**src/rtl/fp32_sub_seq.sv**
```systemverilog
// Sequential FP32 subtractor (diff = a - b) with one-bit-per-cycle renormalisation.
// Optional feature macro: FP_SUB_ROUND_EN selects round-to-nearest-even (default build truncates).
module fp32_sub_seq #(
  parameter int WIDTH  = 32,
  parameter int EXP_W  = 8,
  parameter int FRAC_W = 23
) (
  input  logic             clk,
  input  logic             rst_n,
  input  logic             in_valid,
  output logic             in_ready,
  input  logic [WIDTH-1:0] a,
  input  logic [WIDTH-1:0] b,
  output logic             out_valid,
  input  logic             out_ready,
  output logic [WIDTH-1:0] diff,
  output logic             flag_zero,
  output logic             flag_ovf,
  output logic             flag_unf
);
  localparam int MAN_W = FRAC_W + 4;

  typedef enum logic [2:0] {IDLE, ALIGN, SUB, NORM, DONE} state_t;

  state_t             state_q, state_d;
  logic [WIDTH-1:0]   opa_q, opa_d, opb_q, opb_d, diff_q, diff_d;
  logic               sign_q, sign_d, add_q, add_d;
  logic [EXP_W:0]     exp_q, exp_d;
  logic [MAN_W-1:0]   big_q, big_d, small_q, small_d;
  logic [MAN_W:0]     man_q, man_d;
  logic               zero_q, zero_d, ovf_q, ovf_d, unf_q, unf_d;
  logic               out_valid_q, out_valid_d, in_ready_q, in_ready_d;

  logic               sa, sb, a_ge, lost, complete, unused_bits;
  logic [EXP_W-1:0]   ea, eb, e_big, e_small, shamt;
  logic [FRAC_W-1:0]  fa, fb;
  logic [MAN_W-1:0]   m_big, m_small, m_aligned, fin_man;
  logic [EXP_W:0]     fin_exp;
  logic [FRAC_W-1:0]  res_frac;
`ifdef FP_SUB_ROUND_EN
  logic               round_up;
  logic [FRAC_W+1:0]  rnd_man;
`endif

  assign in_ready  = in_ready_q;
  assign out_valid = out_valid_q;
  assign diff      = diff_q;
  assign flag_zero = zero_q;
  assign flag_ovf  = ovf_q;
  assign flag_unf  = unf_q;

  always_comb begin
    state_d     = state_q;
    opa_d       = opa_q;
    opb_d       = opb_q;
    sign_d      = sign_q;
    add_d       = add_q;
    exp_d       = exp_q;
    big_d       = big_q;
    small_d     = small_q;
    man_d       = man_q;
    diff_d      = diff_q;
    zero_d      = zero_q;
    ovf_d       = ovf_q;
    unf_d       = unf_q;
    out_valid_d = out_valid_q;
    in_ready_d  = in_ready_q;
    complete    = 1'b0;
    fin_man     = '0;
    fin_exp     = '0;
    res_frac    = '0;
    unused_bits = 1'b0;
`ifdef FP_SUB_ROUND_EN
    round_up    = 1'b0;
    rnd_man     = '0;
`endif

    // Alignment datapath: denormals read as zero, larger magnitude becomes the "big" operand.
    sa        = opa_q[WIDTH-1];
    sb        = opb_q[WIDTH-1];
    ea        = opa_q[WIDTH-2 -: EXP_W];
    eb        = opb_q[WIDTH-2 -: EXP_W];
    fa        = (ea == '0) ? '0 : opa_q[FRAC_W-1:0];
    fb        = (eb == '0) ? '0 : opb_q[FRAC_W-1:0];
    a_ge      = {ea, fa} >= {eb, fb};
    e_big     = a_ge ? ea : eb;
    e_small   = a_ge ? eb : ea;
    m_big     = {(e_big != '0), (a_ge ? fa : fb), 3'b000};
    m_small   = {(e_small != '0), (a_ge ? fb : fa), 3'b000};
    shamt     = e_big - e_small;
    // Shift amounts of MAN_W or more clear the whole mask, so only the sticky bit survives.
    lost      = |(m_small & ~({MAN_W{1'b1}} << shamt));
    m_aligned = (m_small >> shamt) | {{(MAN_W-1){1'b0}}, lost};

    case (state_q)
      IDLE: begin
        if (in_valid) begin
          opa_d      = a;
          opb_d      = {~b[WIDTH-1], b[WIDTH-2:0]};
          zero_d     = 1'b0;
          ovf_d      = 1'b0;
          unf_d      = 1'b0;
          in_ready_d = 1'b0;
          state_d    = ALIGN;
        end
      end
      ALIGN: begin
        if (ea == '1 || eb == '1) begin
          if ((ea == '1 && opa_q[FRAC_W-1:0] != '0) || (eb == '1 && opb_q[FRAC_W-1:0] != '0) ||
              (ea == '1 && eb == '1 && sa != sb))
            diff_d = 32'h7FC0_0000;
          else if (ea == '1)
            diff_d = {sa, {EXP_W{1'b1}}, {FRAC_W{1'b0}}};
          else
            diff_d = {sb, {EXP_W{1'b1}}, {FRAC_W{1'b0}}};
          out_valid_d = 1'b1;
          state_d     = DONE;
        end else begin
          sign_d  = a_ge ? sa : sb;
          add_d   = (sa == sb);
          exp_d   = {1'b0, e_big};
          big_d   = m_big;
          small_d = m_aligned;
          state_d = SUB;
        end
      end
      SUB: begin
        man_d   = add_q ? ({1'b0, big_q} + {1'b0, small_q}) : ({1'b0, big_q} - {1'b0, small_q});
        state_d = NORM;
      end
      NORM: begin
        if (man_q[MAN_W]) begin
          fin_man  = man_q[MAN_W:1] | {{(MAN_W-1){1'b0}}, man_q[0]};
          fin_exp  = exp_q + 9'd1;
          complete = 1'b1;
        end else if (man_q == '0) begin
          diff_d      = '0;
          zero_d      = 1'b1;
          out_valid_d = 1'b1;
          state_d     = DONE;
        end else if (man_q[MAN_W-1]) begin
          fin_man  = man_q[MAN_W-1:0];
          fin_exp  = exp_q;
          complete = 1'b1;
        end else if (exp_q == 9'd1) begin
          diff_d      = '0;
          zero_d      = 1'b1;
          unf_d       = 1'b1;
          out_valid_d = 1'b1;
          state_d     = DONE;
        end else begin
          man_d = man_q << 1;
          exp_d = exp_q - 9'd1;
        end

        if (complete) begin
`ifdef FP_SUB_ROUND_EN
          round_up = fin_man[2] & (fin_man[1] | fin_man[0] | fin_man[3]);
          rnd_man  = {1'b0, fin_man[MAN_W-1:3]} + {{(FRAC_W+1){1'b0}}, round_up};
          // A rounding carry leaves the fraction all-zero, so only the exponent moves.
          if (rnd_man[FRAC_W+1])
            fin_exp = fin_exp + 9'd1;
          res_frac    = rnd_man[FRAC_W-1:0];
          unused_bits = rnd_man[FRAC_W];
`else
          res_frac    = fin_man[MAN_W-2:3];
          unused_bits = ^{fin_man[MAN_W-1], fin_man[2:0]};
`endif
          if (fin_exp >= 9'd255) begin
            diff_d = {sign_q, {EXP_W{1'b1}}, {FRAC_W{1'b0}}};
            ovf_d  = 1'b1;
          end else begin
            diff_d = {sign_q, fin_exp[EXP_W-1:0], res_frac};
          end
          out_valid_d = 1'b1;
          state_d     = DONE;
        end
      end
      DONE: begin
        if (out_ready) begin
          out_valid_d = 1'b0;
          in_ready_d  = 1'b1;
          state_d     = IDLE;
        end
      end
      default: state_d = IDLE;
    endcase
  end

  always_ff @(posedge clk or negedge rst_n) begin
    if (!rst_n) begin
      state_q     <= IDLE;
      opa_q       <= '0;
      opb_q       <= '0;
      sign_q      <= 1'b0;
      add_q       <= 1'b0;
      exp_q       <= '0;
      big_q       <= '0;
      small_q     <= '0;
      man_q       <= '0;
      diff_q      <= '0;
      zero_q      <= 1'b0;
      ovf_q       <= 1'b0;
      unf_q       <= 1'b0;
      out_valid_q <= 1'b0;
      in_ready_q  <= 1'b1;
    end else begin
      state_q     <= state_d;
      opa_q       <= opa_d;
      opb_q       <= opb_d;
      sign_q      <= sign_d;
      add_q       <= add_d;
      exp_q       <= exp_d;
      big_q       <= big_d;
      small_q     <= small_d;
      man_q       <= man_d;
      diff_q      <= diff_d;
      zero_q      <= zero_d;
      ovf_q       <= ovf_d;
      unf_q       <= unf_d;
      out_valid_q <= out_valid_d;
      in_ready_q  <= in_ready_d;
    end
  end
endmodule

```
**config.mk**
```make
export PLATFORM = sky130hd
export DESIGN_NAME = fp32_sub_seq
export DESIGN_NICKNAME = d
export VERILOG_FILES = /design/src/rtl/fp32_sub_seq.sv
export SDC_FILE = /design/constraint.sdc
export NUM_CORES = 1
export LEC_CHECK = 0
export ABC_CLOCK_PERIOD_IN_PS = 16450
export CORE_UTILIZATION = 35
export CTS_BUF_LIST = sky130_fd_sc_hd__clkbuf_8
export CTS_CLUSTER_SIZE = 12
export DETAILED_ROUTE_END_ITERATION = 8
export PLACE_DENSITY_LB_ADDON = 0.05
export SLEW_MARGIN = 20
export SYNTH_ARGS = -nofsm -noshare
export SYNTH_HDL_FRONTEND = slang
export SYNTH_SLANG_ARGS = --single-unit
```
**constraint.sdc**
```tcl
create_clock -name clk -period 16.45 [get_ports clk]
set_clock_uncertainty 0.05 [all_clocks]
set_input_delay 4.1125 -clock clk [delete_from_list [all_inputs] [get_ports clk]]
set_output_delay 4.1125 -clock clk [all_outputs]
set_load 0.01 [all_outputs]
```
* Word level (Yosys, flattened, before mapping) *
Cells that the tools add are included.

storage, ports and cells
  register bits after elaboration = 194
  input port bits = 68
  output and inout bits = 37

cells by class
  $add $sub $neg = 5
  $lt $le $gt $ge = 2
  eq/ne operators = 25
  shift-type cells = 2
  muxes and demuxes = 67
  bitwise logic cells = 6
  reductions and logical operators = 33

operators with widths
  operator                 number
  $mux W32                 8
  $mux W23                 4
  $mux W27                 3
  $mux W9                  9
  $mux W26                 3
  $pmux W32 S2             1
  $mux W28                 2
  $pmux W28 S2             1
  $reduce_bool A23 Y1      2
  $ge A31 B31 Y1           1
  $mux W31                 1
  $add A27 B27 Y28         1
  $logic_not A28 Y1        1
  $sub A27 B27 Y28         1
  $and A27 B27 Y27         1
  $not A27 Y27             1
  $or A27 B1 Y27           1
  $reduce_or A27 Y1        1
  $shl A27 B8 Y27 const A  1
  $shr A27 B8 Y27          1
  $or A26 B1 Y26           1
  $mux W3                  8
  $ne A2 B2 Y1 const B     11
  $reduce_and A5 Y1        4
  other kinds (31)         72

* Longest topological paths before layout *
  word-level depth = 10
  mapped depth = 31
  mapped depth without buffers = 25

* Least setup slack after synthesis *
No wires, ideal clock.

  path type = reg-to-reg
  start point = reg opa_q[23]
  end point = reg small_q[0]
  setup time = 0.142 ns
  arrival time = 6.029 ns
  required time = 16.258 ns
  slack = 10.229 ns
  stages on the path, launching flop included = 31
  buffers on the path = 6
  cells stage by stage = dfrtp_1 -> nor4_2 -> nand2_1 -> clkbuf_1 -> clkbuf_1 -> nand2_1 -> inv_1 -> ha_1 -> nor2b_1 -> o31ai_1 -> a21oi_1 -> o31ai_1 -> a21oi_2 -> nor2_4 -> buf_2 -> clkbuf_1 -> clkbuf_1 -> a31oi_1 -> ha_1 -> inv_1 -> nand3_1 -> a211oi_1 -> a211o_1 -> or2_2 -> clkbuf_1 -> nor3_1 -> o21a_1 -> a31o_2 -> or4_1 -> a211oi_1 -> a32oi_1

on the way
  cells in the longest elaborated chain, start to end = 10

ends and longest elaborated chain
  element                            line    text
  start: declaration                 26      logic [WIDTH-1:0] opa_q, opa_d, opb_q, opb_d, diff_q, diff_d;
  start signal: assignment           209     opa_q <= opa_d;
  $logic_not A8 Y1                   83      fa = (ea == '0) ? '0 : opa_q[FRAC_W-1:0];
  $mux W23                           83
  $ge A31 B31 Y1                     85      a_ge = {ea, fa} >= {eb, fb};
  $mux W8, on equally long branches  86, 87
  $sub A8 B8 Y8                      90      shamt = e_big - e_small;
  $shl A27 B8 Y27                    92      lost = |(m_small & ~({MAN_W{1'b1}} << shamt));
  $not A27 Y27                       92
  $and A27 B27 Y27                   92
  $reduce_or A27 Y1                  92
  $or A27 B1 Y27                     93      m_aligned = (m_small >> shamt) | {{(MAN_W-1){1'b0}}, lost};
  end signal: assignment             215     small_q <= small_d;
  end: declaration                   29      logic [MAN_W-1:0] big_q, big_d, small_q, small_d;

Several ways; a longest one is shown, not always the timed one.
A chain may end at the register's enable or synchronous reset.

* Worst setup path in the final report *
  start point = reg opa_q[30]
  end point = reg small_q[0]

The elaborated chain is that of the path after synthesis.

==> metrics.txt <==
initial antenna violation count 0; Yosys warning total 0; vias in the first global route 12190; Hold Crit Class register to register; GR Overflow Total 0; largest net degree at the start of global routing 69; Min Hold Slack 434.4 ps; launching point of the worst reg2reg path opa_q[30]; Resized Gates After CTS 0; Starting Density 35.60%; Die Ht 203.3 um; top post-synthesis cells by area dfrtp_1, ha_1, nand2_1; Post-route DRC 0; syn_area_per_cell 8.389 um^2; final setup violation count 0; relative slew slack 38.93%; post-synth top area cell dfrtp_1; Critical Path AT 7510 ps; Reg area 4856 um^2; Max Slew Vio Count 0; fin crit share 43.32%; Synth top cells by count nand2_1, dfrtp_1, nor2_1; post-CTS setup buffers 0; Mapped Nets 1842; final setup TNS 0 ps; ys async rst share 100.0%; Cell Rows 73; Max Root-Sink Buffers 2; ANT cells 0; synthesized instance count 1690; synthesized flop and latch total 194; PortBufs 104; clock root cell clkbuf_8; Min-Delay Startpoint diff[4]; r2r worst-path depth 23; total track usage 21.88%; CP Max Fanout 37; Placed Area 15660 um^2; max-cap violations 0; post-synthesis cell type count 88; R2R Setup Slk 9320 ps; Critical Path End Type register; synthesis-to-finish area growth 13.06%; H-tree level count 4; Skew-Pair Late Insertion Delay 520 ps; ANT nets after route 0; Netlist Area Pre-Place 14180 um^2; clk sink count 194; WL/cell 19.48 um; vias per inst 5.564; unrepaired setup endpoints after global routing false; overall routed net length 44.15 mm; sequential area share after synthesis 34.25%; Routability Congestion 0.8749; Die ar. 41310 um^2; critical path startpoint category register; Fmax 140.3 MHz; die width 203.3 um; RR Endpoint small_q[0]; drt first pass iters 5; hold_buf cts 0; Top FF cell, synth dfrtp_1; Hold Path End diff[4]; CTS buffer count 17; count leader, synth nand2_1; area occupied by multi-input gates 8623 um^2; CTS clk-pin slew, worst paths 110 ps; outcome completed; Final Hold Viols 0; nets 1880; Synth top area share 34.07%; Worst-Margin Slew 913.9 ps; post-route cell area 16030 um^2; 1st-iter DRT viols 838; Tmin final 7127 ps; fill cell count 4185; IO Count 105; Post-synth EDFFs 0; CTS tree yes; Vias 12610; final instance count without filler cells 2266; layout cells sized above 1 9.133%; global-route wire length before repair 70.84 mm; critical path class register to register; worst path required time 16830 ps; Placed Cells 2234; WHS Path Cells 2; HPWL after DPL 33.45 mm; core area 39820 um^2
[flip-flops by register name, summed over array words and instances, names as in the netlist, 3 cells and up]
name     cells
opb_q       32
opa_q       32
small_q     27
exp_q        9
state_q      3
man_q       28
diff        32
big_q       24
[layout by cell type (no fill, tap or decap), types with 19 or more instances in the layout]
master,n
a22oi_1,32
buf_4,21
clkdlybuf4s50_1,103
nand3_1,38
o21ai_0,141
a221oi_1,19
a211oi_1,20
inv_1,88
mux2i_1,38
mux2_2,61
clkbuf_8,21
o22ai_1,22
a21oi_1,110
nor4_1,21
nor3_1,38
ha_1,83
xnor2_1,26
dfrtp_1,193
nand2_1,195
nor2_1,185
[worst max-delay path, cell delays in order (launching register included)]
cell and delay, ps:
dfrtp_1 460, nor4_2 430, nand2_1 90, buf_4 230
nand2_1 130, inv_1 60, ha_1 300, nor2b_1 140
o31ai_1 220, a21oi_1 120, o31ai_1 610, a21oi_2 360
nor2_4 790, a31oi_1 190, ha_1 800, inv_2 450
nand2_1 210, nor2_1 60, or3_1 410, a211oi_1 330
a22oi_1 140, o21ai_0 150, a211oi_1 90, a32oi_1 190
[metrics by stage]
stage	util [%]	setup WS (ps)
after floorplan	-	10230
final	40.25	9323
after global routing	40.25	8813
after CTS	40.24	9317
after detailed placement	39.31	9367
after global placement	39.31	9435
[cell families (layout without fill, tap and decap cells)]
group           Yosys count  count (layout)  synth area share [%]
compound gates          500             500                 22.90
flops                   194             194                 34.25
fa+ha+maj                85              85                 7.546
simple gates            568             568                 18.08
mux                     112             112                 9.593
buf+inv                 192             243                 5.216
xor+xnor                 39              39                 2.409
[metal layers]
layer,global-route usage (%),routed length (um),vias to the layer above
li1,-,-,6191
met1,31.16,21620,6113
met2,35.60,20520,283
met3,2.285,1544,22
met4,4.860,467,0
met5,0,0,-
[how the worst max path moves through the flow]
stage | start | end | slack [ps] | cells past startpoint
floorplan | opa_q[23] | small_q[0] | 10230 | 30
global placement | opa_q[30] | small_q[0] | 9440 | 24
detailed placement | opa_q[30] | small_q[0] | 9370 | 24
CTS | opa_q[30] | small_q[0] | 9320 | 24
global route | opa_q[30] | small_q[0] | 8810 | 22
finish | opa_q[30] | small_q[0] | 9320 | 23
[area by class of cell]
| type | instances | share of cell area [%] |
|---|---|---|
| flip-flops and latches | 194 | 30.29 |
| repair buffers | 125 | 7.501 |
| clock buffers | 20 | 1.717 |
| multi-input cells | 1304 | 53.80 |
| well taps | 525 | 4.098 |
| inverters | 86 | 2.014 |
| clock inverters | 12 | 0.5776 |
Power is not shown: default switching activity piles up to over one toggle a cycle in this logic, so the estimate is an artifact.
